`src/rtl/gemini_cache_pkg.sv`:
```
// Shared cache definitions: default line geometry, refill FSM states and the line-align helper.
package gemini_cache_pkg;

   localparam int DEF_LINE_WORDS = 8;
   localparam int WORD_W         = 32;

   typedef enum logic [1:0] {
      ST_IDLE = 2'd0,
      ST_ADDR = 2'd1,
      ST_DATA = 2'd2,
      ST_DONE = 2'd3
   } refill_state_t;

   // Clear the word-offset and byte-offset bits of a byte address.
   function automatic logic [31:0] line_align(input logic [31:0] addr, input int unsigned off_w);
      logic [31:0] mask;
      mask = (32'd1 << (off_w + 32'd2)) - 32'd1;
      return addr & ~mask;
   endfunction

endpackage

```
`src/rtl/icache_refill_if.sv`:
```
// Instruction read port between the refill engine (master) and the cache/AXI arbiter (slave).
interface icache_refill_if;

   logic [31:0] i_araddr;
   logic [7:0]  i_arlen;
   logic        i_arvalid;
   logic        i_arready;
   logic [31:0] i_rdata;
   logic        i_rlast;
   logic        i_rvalid;
   logic        i_rready;

   modport master (
      output i_araddr, i_arlen, i_arvalid, i_rready,
      input  i_arready, i_rdata, i_rlast, i_rvalid
   );

   modport slave (
      input  i_araddr, i_arlen, i_arvalid, i_rready,
      output i_arready, i_rdata, i_rlast, i_rvalid
   );

endinterface

```
`src/rtl/icache_line_buf.sv`:
```
// Line assembly buffer: LINE_WORDS x WORD_W registers with indexed write, clear and flat read-out.
module icache_line_buf
   import gemini_cache_pkg::*;
#(
   parameter int LINE_WORDS = DEF_LINE_WORDS,
   parameter int OFF_W      = $clog2(LINE_WORDS)
) (
   input  logic                         clk,
   input  logic                         rst,
   input  logic                         clr,
   input  logic                         we,
   input  logic [OFF_W-1:0]             widx,
   input  logic [WORD_W-1:0]            wdata,
   output logic [LINE_WORDS*WORD_W-1:0] data
);

   logic [LINE_WORDS-1:0][WORD_W-1:0] mem;

   // Word storage; clear has priority over a write.
   always_ff @(posedge clk or posedge rst) begin
      if (rst) begin
         mem <= {(LINE_WORDS*WORD_W){1'b0}};
      end else if (clr) begin
         mem <= {(LINE_WORDS*WORD_W){1'b0}};
      end else if (we) begin
         mem[widx] <= wdata;
      end
   end

   assign data = mem;

endmodule

```
`src/rtl/icache_refill.sv`:
```
// I-cache miss refill engine: one read burst per line miss, assembled into a line buffer.
// Optional ICACHE_CRITICAL_WORD_FIRST_EN: burst starts at the missed word, which is pulsed out early.
module icache_refill
   import gemini_cache_pkg::*;
#(
   parameter int LINE_WORDS = DEF_LINE_WORDS,
   parameter int OFF_W      = $clog2(LINE_WORDS)
) (
   input  logic                         clk,
   input  logic                         rst,
   input  logic                         miss_req,
   input  logic [31:0]                  miss_addr,
   output logic                         miss_ready,
   output logic                         refill_valid,
   output logic [31:0]                  refill_addr,
   output logic [LINE_WORDS*WORD_W-1:0] refill_data,
   output logic                         refill_err,
   input  logic                         refill_ack,
   output logic                         crit_valid,
   output logic [31:0]                  crit_data,
   icache_refill_if.master              bus
);

   localparam logic [OFF_W:0] CNT_FULL = (OFF_W+1)'(LINE_WORDS);
   localparam logic [OFF_W:0] CNT_LAST = (OFF_W+1)'(LINE_WORDS - 1);
   localparam logic [7:0]     ARLEN    = 8'(LINE_WORDS - 1);

   refill_state_t    state;
   refill_state_t    next_state;
   logic [31:0]      addr_q;
   logic [OFF_W:0]   cnt;
   logic             err;
   logic             accept;
   logic             beat;
   logic             we;
   logic [OFF_W-1:0] start_idx;
   logic [OFF_W-1:0] widx;

   assign accept = (state == ST_IDLE) && miss_req;
   assign beat   = (state == ST_DATA) && bus.i_rvalid;
   assign we     = beat && (cnt != CNT_FULL);
   assign widx   = start_idx + cnt[OFF_W-1:0];

`ifdef ICACHE_CRITICAL_WORD_FIRST_EN
   assign start_idx    = addr_q[OFF_W+1:2];
   assign bus.i_araddr = {addr_q[31:2], 2'b00};

   // Capture the first beat of the burst, i.e. the missed word.
   always_ff @(posedge clk or posedge rst) begin
      if (rst) begin
         crit_valid <= 1'b0;
         crit_data  <= 32'd0;
      end else begin
         crit_valid <= beat && (cnt == {(OFF_W+1){1'b0}});
         if (beat && (cnt == {(OFF_W+1){1'b0}})) begin
            crit_data <= bus.i_rdata;
         end
      end
   end
`else
   assign start_idx    = {OFF_W{1'b0}};
   assign bus.i_araddr = line_align(addr_q, OFF_W);
   assign crit_valid   = 1'b0;
   assign crit_data    = 32'd0;
`endif

   // FSM state register.
   always_ff @(posedge clk or posedge rst) begin
      if (rst) begin
         state <= ST_IDLE;
      end else begin
         state <= next_state;
      end
   end

   // FSM next-state logic.
   always_comb begin
      next_state = state;
      case (state)
         ST_IDLE: if (miss_req)                   next_state = ST_ADDR; else next_state = ST_IDLE;
         ST_ADDR: if (bus.i_arready)              next_state = ST_DATA; else next_state = ST_ADDR;
         ST_DATA: if (beat && bus.i_rlast)        next_state = ST_DONE; else next_state = ST_DATA;
         ST_DONE: if (refill_ack)                 next_state = ST_IDLE; else next_state = ST_DONE;
         default:                                 next_state = ST_IDLE;
      endcase
   end

   // Request latch, beat counter and length-error tracking.
   always_ff @(posedge clk or posedge rst) begin
      if (rst) begin
         addr_q <= 32'd0;
         cnt    <= {(OFF_W+1){1'b0}};
         err    <= 1'b0;
      end else if (accept) begin
         addr_q <= miss_addr;
         cnt    <= {(OFF_W+1){1'b0}};
         err    <= 1'b0;
      end else if (beat) begin
         if (cnt != CNT_FULL) begin
            cnt <= cnt + (OFF_W+1)'(1);
         end
         // Early rlast or any beat past a full line flags a length error.
         if ((cnt == CNT_FULL) || (bus.i_rlast && (cnt != CNT_LAST))) begin
            err <= 1'b1;
         end
      end
   end

   assign miss_ready    = (state == ST_IDLE);
   assign bus.i_arvalid = (state == ST_ADDR);
   assign bus.i_arlen   = (state == ST_ADDR) ? ARLEN : 8'd0;
   assign bus.i_rready  = (state == ST_DATA);
   assign refill_valid  = (state == ST_DONE);
   assign refill_err    = (state == ST_DONE) && err;
   assign refill_addr   = line_align(addr_q, OFF_W);

   icache_line_buf #(
      .LINE_WORDS (LINE_WORDS),
      .OFF_W      (OFF_W)
   ) u_line_buf (
      .clk   (clk),
      .rst   (rst),
      .clr   (accept),
      .we    (we),
      .widx  (widx),
      .wdata (bus.i_rdata),
      .data  (refill_data)
   );

endmodule

```
`src/flat_wrapper.sv`:
```
// flat-port wrapper written by rule: the top's interface ports become plain ports
module icache_refill_flat import gemini_cache_pkg::*;
#(
   parameter int LINE_WORDS = DEF_LINE_WORDS,
   parameter int OFF_W      = $clog2(LINE_WORDS)
)
  (clk, rst, miss_req, miss_addr, miss_ready, refill_valid, refill_addr, refill_data, refill_err, refill_ack, crit_valid, crit_data, bus_i_araddr, bus_i_arlen, bus_i_arvalid, bus_i_rready, bus_i_arready, bus_i_rdata, bus_i_rlast, bus_i_rvalid);
  icache_refill_if bus_i ();
  input  logic clk;
  input  logic rst;
  input  logic miss_req;
  input  logic [31:0] miss_addr;
  output logic miss_ready;
  output logic refill_valid;
  output logic [31:0] refill_addr;
  output logic [LINE_WORDS*WORD_W-1:0] refill_data;
  output logic refill_err;
  input  logic refill_ack;
  output logic crit_valid;
  output logic [31:0] crit_data;
  output wire logic [$bits(bus_i.i_araddr)-1:0] bus_i_araddr;
  output wire logic [$bits(bus_i.i_arlen)-1:0] bus_i_arlen;
  output wire logic [$bits(bus_i.i_arvalid)-1:0] bus_i_arvalid;
  output wire logic [$bits(bus_i.i_rready)-1:0] bus_i_rready;
  input wire logic [$bits(bus_i.i_arready)-1:0] bus_i_arready;
  input wire logic [$bits(bus_i.i_rdata)-1:0] bus_i_rdata;
  input wire logic [$bits(bus_i.i_rlast)-1:0] bus_i_rlast;
  input wire logic [$bits(bus_i.i_rvalid)-1:0] bus_i_rvalid;
  assign bus_i_araddr = bus_i.i_araddr;
  assign bus_i_arlen = bus_i.i_arlen;
  assign bus_i_arvalid = bus_i.i_arvalid;
  assign bus_i_rready = bus_i.i_rready;
  assign bus_i.i_arready = bus_i_arready;
  assign bus_i.i_rdata = bus_i_rdata;
  assign bus_i.i_rlast = bus_i_rlast;
  assign bus_i.i_rvalid = bus_i_rvalid;
  icache_refill #(.LINE_WORDS(LINE_WORDS), .OFF_W(OFF_W)) u_core (.clk(clk), .rst(rst), .miss_req(miss_req), .miss_addr(miss_addr), .miss_ready(miss_ready), .refill_valid(refill_valid), .refill_addr(refill_addr), .refill_data(refill_data), .refill_err(refill_err), .refill_ack(refill_ack), .crit_valid(crit_valid), .crit_data(crit_data), .bus(bus_i));
endmodule
```
`config.mk`:
```
export PLATFORM = sky130hd
export DESIGN_NAME = icache_refill_flat
export DESIGN_NICKNAME = d
export VERILOG_FILES = /design/src/rtl/gemini_cache_pkg.sv /design/src/rtl/icache_refill_if.sv /design/src/rtl/icache_line_buf.sv /design/src/rtl/icache_refill.sv /design/src/flat_wrapper.sv
export SDC_FILE = /design/constraint.sdc
export NUM_CORES = 1
export LEC_CHECK = 0
export ABC_CLOCK_PERIOD_IN_PS = 9900
export BUFFER_PORTS_ARGS = -buffer_cell sky130_fd_sc_hd__buf_2
export CORE_MARGIN = 2
export CORE_UTILIZATION = 35
export CTS_BUF_LIST = sky130_fd_sc_hd__clkbuf_8
export CTS_CLUSTER_DIAMETER = 200
export DETAILED_ROUTE_END_ITERATION = 10
export SKIP_CTS_REPAIR_TIMING = 1
export SYNTH_ARGS = -nofsm -noshare
export SYNTH_HDL_FRONTEND = slang
export SYNTH_SLANG_ARGS = --single-unit
```
`constraint.sdc`:
```
create_clock -name clk -period 9.9 [get_ports clk]
set_input_delay 0.99 -clock clk [delete_from_list [all_inputs] [get_ports clk]]
set_output_delay 0.99 -clock clk [all_outputs]
set_load 0.005 [all_outputs]
```
==> After elaboration in Yosys (flattened, before gate mapping) <==
Cells that the tools add are included.
{ "word_totals": {"regBits": 295, "input_bits": 71, "out_inout_bits": 366, "wordCells": 53} }
{ "op_classes": {"add_sub_neg": 1, "n_lt_le_gt_ge": 2, "n_eq_ne": 6, "mux": 17, "n_reduce_logical": 15} }
{ "op_table": {"columns": ["op", "count"], "rows": [
  ["2-to-1 mux 256 bit", 2],
  ["bitwise mux 256 bit", 1],
  ["demux 32 bit (select 3 bit)", 1],
  ["2-to-1 mux 32 bit", 1],
  ["2-to-1 mux 4 bit", 3],
  ["case mux 2 bit (4 select lines)", 1],
  ["nonzero test 2 bit", 4],
  ["logical AND 1 bit", 7],
  ["2-to-1 mux 1 bit", 5],
  ["adder 4 x 1 -> 4 bit (second input constant)", 1],
  ["equality test 2 bit (second input constant)", 2],
  ["equality test 4 bit (second input constant)", 1],
  ["< comparator 3 x 4 -> 1 bit (second input constant)", 1],
  ["2-to-1 mux 2 bit", 2],
  ["inequality test 4 x 3 -> 1 bit (second input constant)", 1],
  ["inequality test 4 bit (second input constant)", 1],
  ["AND reduction 2 bit", 2],
  ["greater-or-equal comparator 3 x 1 -> 1 bit (second input constant)", 1],
  ["2-to-1 mux 3 bit", 1],
  ["equality test 2 x 1 -> 1 bit (second input constant)", 1],
  ["zero test 2 bit", 1],
  ["logical OR 1 bit", 1]
]} }

==> Longest topological paths before layout <==
{ "depth": {"depth_word": 7, "depth_mapped": 7, "ltp_nobuf": 5} }

==> Hierarchy <==
A second synthesis with hierarchy kept.
{ "unflattened": {"cells_unflattened": 1149, "hier_area_um2": 13340.3} }
{ "by_module_without_submodules": {"columns": ["mod", "instances", "cells_per_inst", "area_per_inst_um2", "seq_area_each_um2"], "rows": [
  ["icache_line_buf", 1, 907, 11297.1, 6406.1],
  ["icache_refill", 1, 242, 2043.2, 850.8]
]} }

==> Worst setup path before layout <==
OpenSTA, ideal clock, no wires.
{ "synth_path": {"path_kind": "input to register", "startpoint": "in miss_req", "endpoint": "reg u_core.u_line_buf.mem, in the netlist u_core.u_line_buf.data[129]", "setup_ns": 0.127, "t_arrival_ns": 1.991, "required_time_ns": 9.773, "slack_ns": 7.782, "stages": 6, "n_path_buf": 3, "path_cell_list": "or3b_2 > clkbuf_1 > buf_2 > clkbuf_1 > nand2_1 > o21ai_0"} }
{ "synth_between": {"elab_chain_len": 2, "word_cells_on_any_way": 3, "classes_between": "1 x mux; 2 x reduce/logical"} }
{ "synth_rtl": {"columns": ["item", "line", "text"], "rows": [
  ["start, declared", "flat_wrapper.sv:11", "input logic miss_req;"],
  ["logical AND 1 bit *", "icache_refill.sv:39", "assign accept = (state == ST_IDLE) && miss_req;"],
  ["2-to-1 mux 256 bit or nonzero test 2 bit (tied branches)", null, null],
  ["end signal, assigned", "icache_line_buf.sv:22", "mem <= {(LINE_WORDS*WORD_W){1'b0}};"],
  ["end signal, assigned", "icache_line_buf.sv:24", "mem <= {(LINE_WORDS*WORD_W){1'b0}};"],
  ["end signal, assigned by index", "icache_line_buf.sv:26", "mem[widx] <= wdata;"],
  ["end, declared", "icache_line_buf.sv:17", "logic [LINE_WORDS-1:0][WORD_W-1:0] mem;"]
]} }
Every way passes the cells marked *; elsewhere a longest branch is shown, timed or not.
A chain may end at the register's enable or synchronous reset.

==> Worst setup path after layout <==
{ "layout_path": {"startpoint": "reg u_core.state[1]", "endpoint": "reg u_core.u_line_buf.mem, in the netlist u_core.u_line_buf.data[139]"} }
{ "layout_between": {"elab_chain_len": 4, "word_cells_on_any_way": 7, "classes_between": "1 x eq/ne; 1 x mux; 5 x reduce/logical"} }
{ "layout_rtl": {"columns": ["item", "line", "text"], "rows": [
  ["start, declared", "icache_refill.sv:28", "refill_state_t state;"],
  ["start signal, assigned", "icache_refill.sv:72", "state <= next_state;"],
  ["equality test 2 bit", "icache_refill.sv:40", "assign beat = (state == ST_DATA) && bus.i_rvalid;"],
  ["logical AND 1 bit", "icache_refill.sv:40", null],
  ["logical AND 1 bit", "icache_refill.sv:41", "assign we = beat && (cnt != CNT_FULL);"],
  ["nonzero test 2 bit (no line)", null, null]
]} }
Parallel ways exist; a longest one is shown, timed or not.

==> out/qor.yml <==
max-cap-violations: 0
irDropWorstVdd_v: 0.0001132
p_clk_frac: 0.295
areaGrowthSynthToFinish_pct: 20.80
synth_cell_type_count: 34
synth.top_cell.area_share: 0.5680
initial_core_util: 0.3575
p_per_area_mw_per_mm2: 235.7
grtUsageTotal: 0.2077
diodes: 0
via_per_inst: 4.853
wl_per_cell_um: 19.13
core_area_mm2: 0.03574
drc_errors: 0
fin_skew_ps: 22.06
r2r_cells: 5
holdWs_ps: 462.8
p_leak_nw: 9.136
synth-seq-area-share: 0.5680
dr.pass1.iters: 4
worst_pin_slew_ps: 1090
synth.area.top_cells: "dfrtp_1 (57%), mux2i_1 (11%), nand2_1 (11%), buf_4 (5.3%), nand3_1 (4.2%)"
status: "complete, no violations"
endpoint_kind: "register"
dieArea_mm2: 0.03805
grt_max_degree: 103
io_buffers: 383
slew_headroom: 0.2732
met3WireLength_mm: 2.774
cts_buffer_depth: 3
wl_met1_mm: 18.11
start_kind: "register"
synthesis.area_mm2: 0.01278
crit_end: "u_core.u_line_buf.data[139]$_DFFE_PP0P_"
rrSetupSlack_ps: 6490
cts-buffers-inserted: 50
seqPwrFrac: 0.437
synth_top_area_cell: "dfrtp_1"
clk_latency_ps: 610
place.gp.congestion: 0.8478
synth_cells: 1265
setup_tns_ps: 0
crit_type: "register to register"
mostFrequentLayoutCell: "buf_2"
fin_nets: 1662
die_y_um: 195.1
critPathMaxFanout: 102
most-common-layout-cells: "buf_2 (383), nand2_1 (359), dfrtp_1 (290), mux2i_1 (144), nand3_1 (108)"
crit_required_ps: 10400
cts.sinks: 290
r2r_end: "u_core.u_line_buf.data[139]$_DFFE_PP0P_"
hold_class: "primary input to async pin"
ant_nets: 0
finalMaxSlewViolations: 0
maxUsedRoutingLayer: "met4"
setup_viol: 0
rows: 69
avgSynthCellArea_um2: 10.10
dr_wl_met2_mm: 17.61
wl_mm: 39.84
clk_pin_slew_ps: 60
die_w_um: 195.1
dp_hpwl_mm: 26.18
grt_overflow: 0
pwr-share-comb: 0.268
cts_root_buf: "clkbuf_8"
antenna_found_initial: 1
grt_pass1_vias: 10110
drive_gt1_frac: 0.2943
hold_viol: 0
power.switching_w: 0.001255
startpoint: "u_core.state[1]$_DFF_PP0_"
cp.arrival_ps: 3910
p_int_w: 0.002383
reg2reg_from: "u_core.state[1]$_DFF_PP0_"
pin_count: 437
cts_tree: "yes"
drt_iter0_drc: 488
htreeDepth: 2
fin_crit_sh: 0.3442
period_needed_ps: 3408
grt_pass1_wl_mm: 61.18
clock.fmax_mhz: 293.4
synth_seq_cells: 290
synth.yosys.warnings: 0
vias: 10100
p_sw_frac: 0.3450
rsz0062_at_grt: "false"
## worst min-delay path by stage
stage / from / to / slack (ps)
2_1_floorplan: u_core.addr_q[10]$_DFFE_PP0P_ / u_core.addr_q[10]$_DFFE_PP0P_ / 490
3_3_place_gp: u_core.addr_q[11]$_DFFE_PP0P_ / u_core.addr_q[11]$_DFFE_PP0P_ / 480
3_5_place_dp: u_core.addr_q[31]$_DFFE_PP0P_ / u_core.addr_q[31]$_DFFE_PP0P_ / 480
4_1_cts: rst / u_core.addr_q[18]$_DFFE_PP0P_ / 420
5_1_grt: rst / u_core.addr_q[15]$_DFFE_PP0P_ / 450
6_report: rst / u_core.addr_q[16]$_DFFE_PP0P_ / 460
## layer usage
metal	global-route usage	vias to the layer above
met5	0	-
met4	0.08708	0
met3	0.05095	85
met2	0.3102	359
met1	0.2887	4990
li1	-	4669
## cell type report
cell class / instances / area (um2)
fill: 3540 / 20310
sequential: 290 / 7257
multi-input combinational: 816 / 4472
timing repair buffer: 396 / 2014
clock buffer: 63 / 867.1
tap: 461 / 576.8
inverter: 35 / 138.9
clock inverter: 21 / 108.9
## synth_stat cells
cell type    n
nor2_1       3
mux2_2       1
a211oi_1     1
nand4_1      7
mux2i_1    144
and2_1       5
a21oi_1      3
or3b_2       1
a21oi_2      1
nor3b_1      1
and2_0       1
nor4bb_1     1
clkbuf_1    29
and4b_1      1
nand4_4      4
and3b_1      1
inv_1       34
o21ai_0     78
nand2_1    359
ha_1         2
buf_2       35
nand3b_1     2
buf_4       91
clkinv_1     1
clkbuf_2     3
o22ai_1      1
buf_6       13
o21ai_1     38
nand3_1    108
a21bo_2      1
dfrtp_1    290
conb_1       1
nor2b_1      3
and3_1       1
## through the flow
step	worst slack [ps]	instances	util	total power, W	cell area (um2)
2_1_floorplan	904.3	1312	-	0.002208	12950
3_3_place_gp	6235	1998	0.4045	0.002569	14460
3_5_place_dp	6191	1998	0.4045	0.002592	14460
4_1_cts	6441	2082	0.4318	0.003686	15430
5_1_grt	6183	2082	0.4318	0.003852	15430
6_report	6492	2082	0.4318	0.003638	15430
## power by group through the flow
stage / clock, W / sequential, W / combinational, W
after floorplan: 0 / 0.00159 / 0.000620
after global placement: 0 / 0.00160 / 0.000967
after detailed placement: 0 / 0.00161 / 0.000984
after CTS: 0.00111 / 0.00159 / 0.000985
after global routing: 0.00116 / 0.00162 / 0.00107
final: 0.00107 / 0.00159 / 0.000974
## sequential cells by signal (all words and copies together) (netlist names)
name	cells
u_core.state	2
u_core.err	1
u_core.u_line_buf.data	256
u_core.addr_q	27
u_core.cnt	4
## kinds of logic (layout without fill, tap and decap cells)
logic type	after synthesis	after routing	synth area share
flops	290	290	0.5680
compound gates	123	123	0.04916
mux	145	145	0.1137
fa+ha+maj	2	2	0.001958
other cells	1	48	0.0002935
buf+inv	206	515	0.09861
simple gates	498	498	0.1683
## worst max-delay path, stage by stage (launching register included)
cell	delay (ps)
dfrtp_1	760
or3b_4	480
buf_4	660
buf_4	880
nand2_1	230
mux2i_1	190
Note: power is estimated with default switching activity, not from simulation.
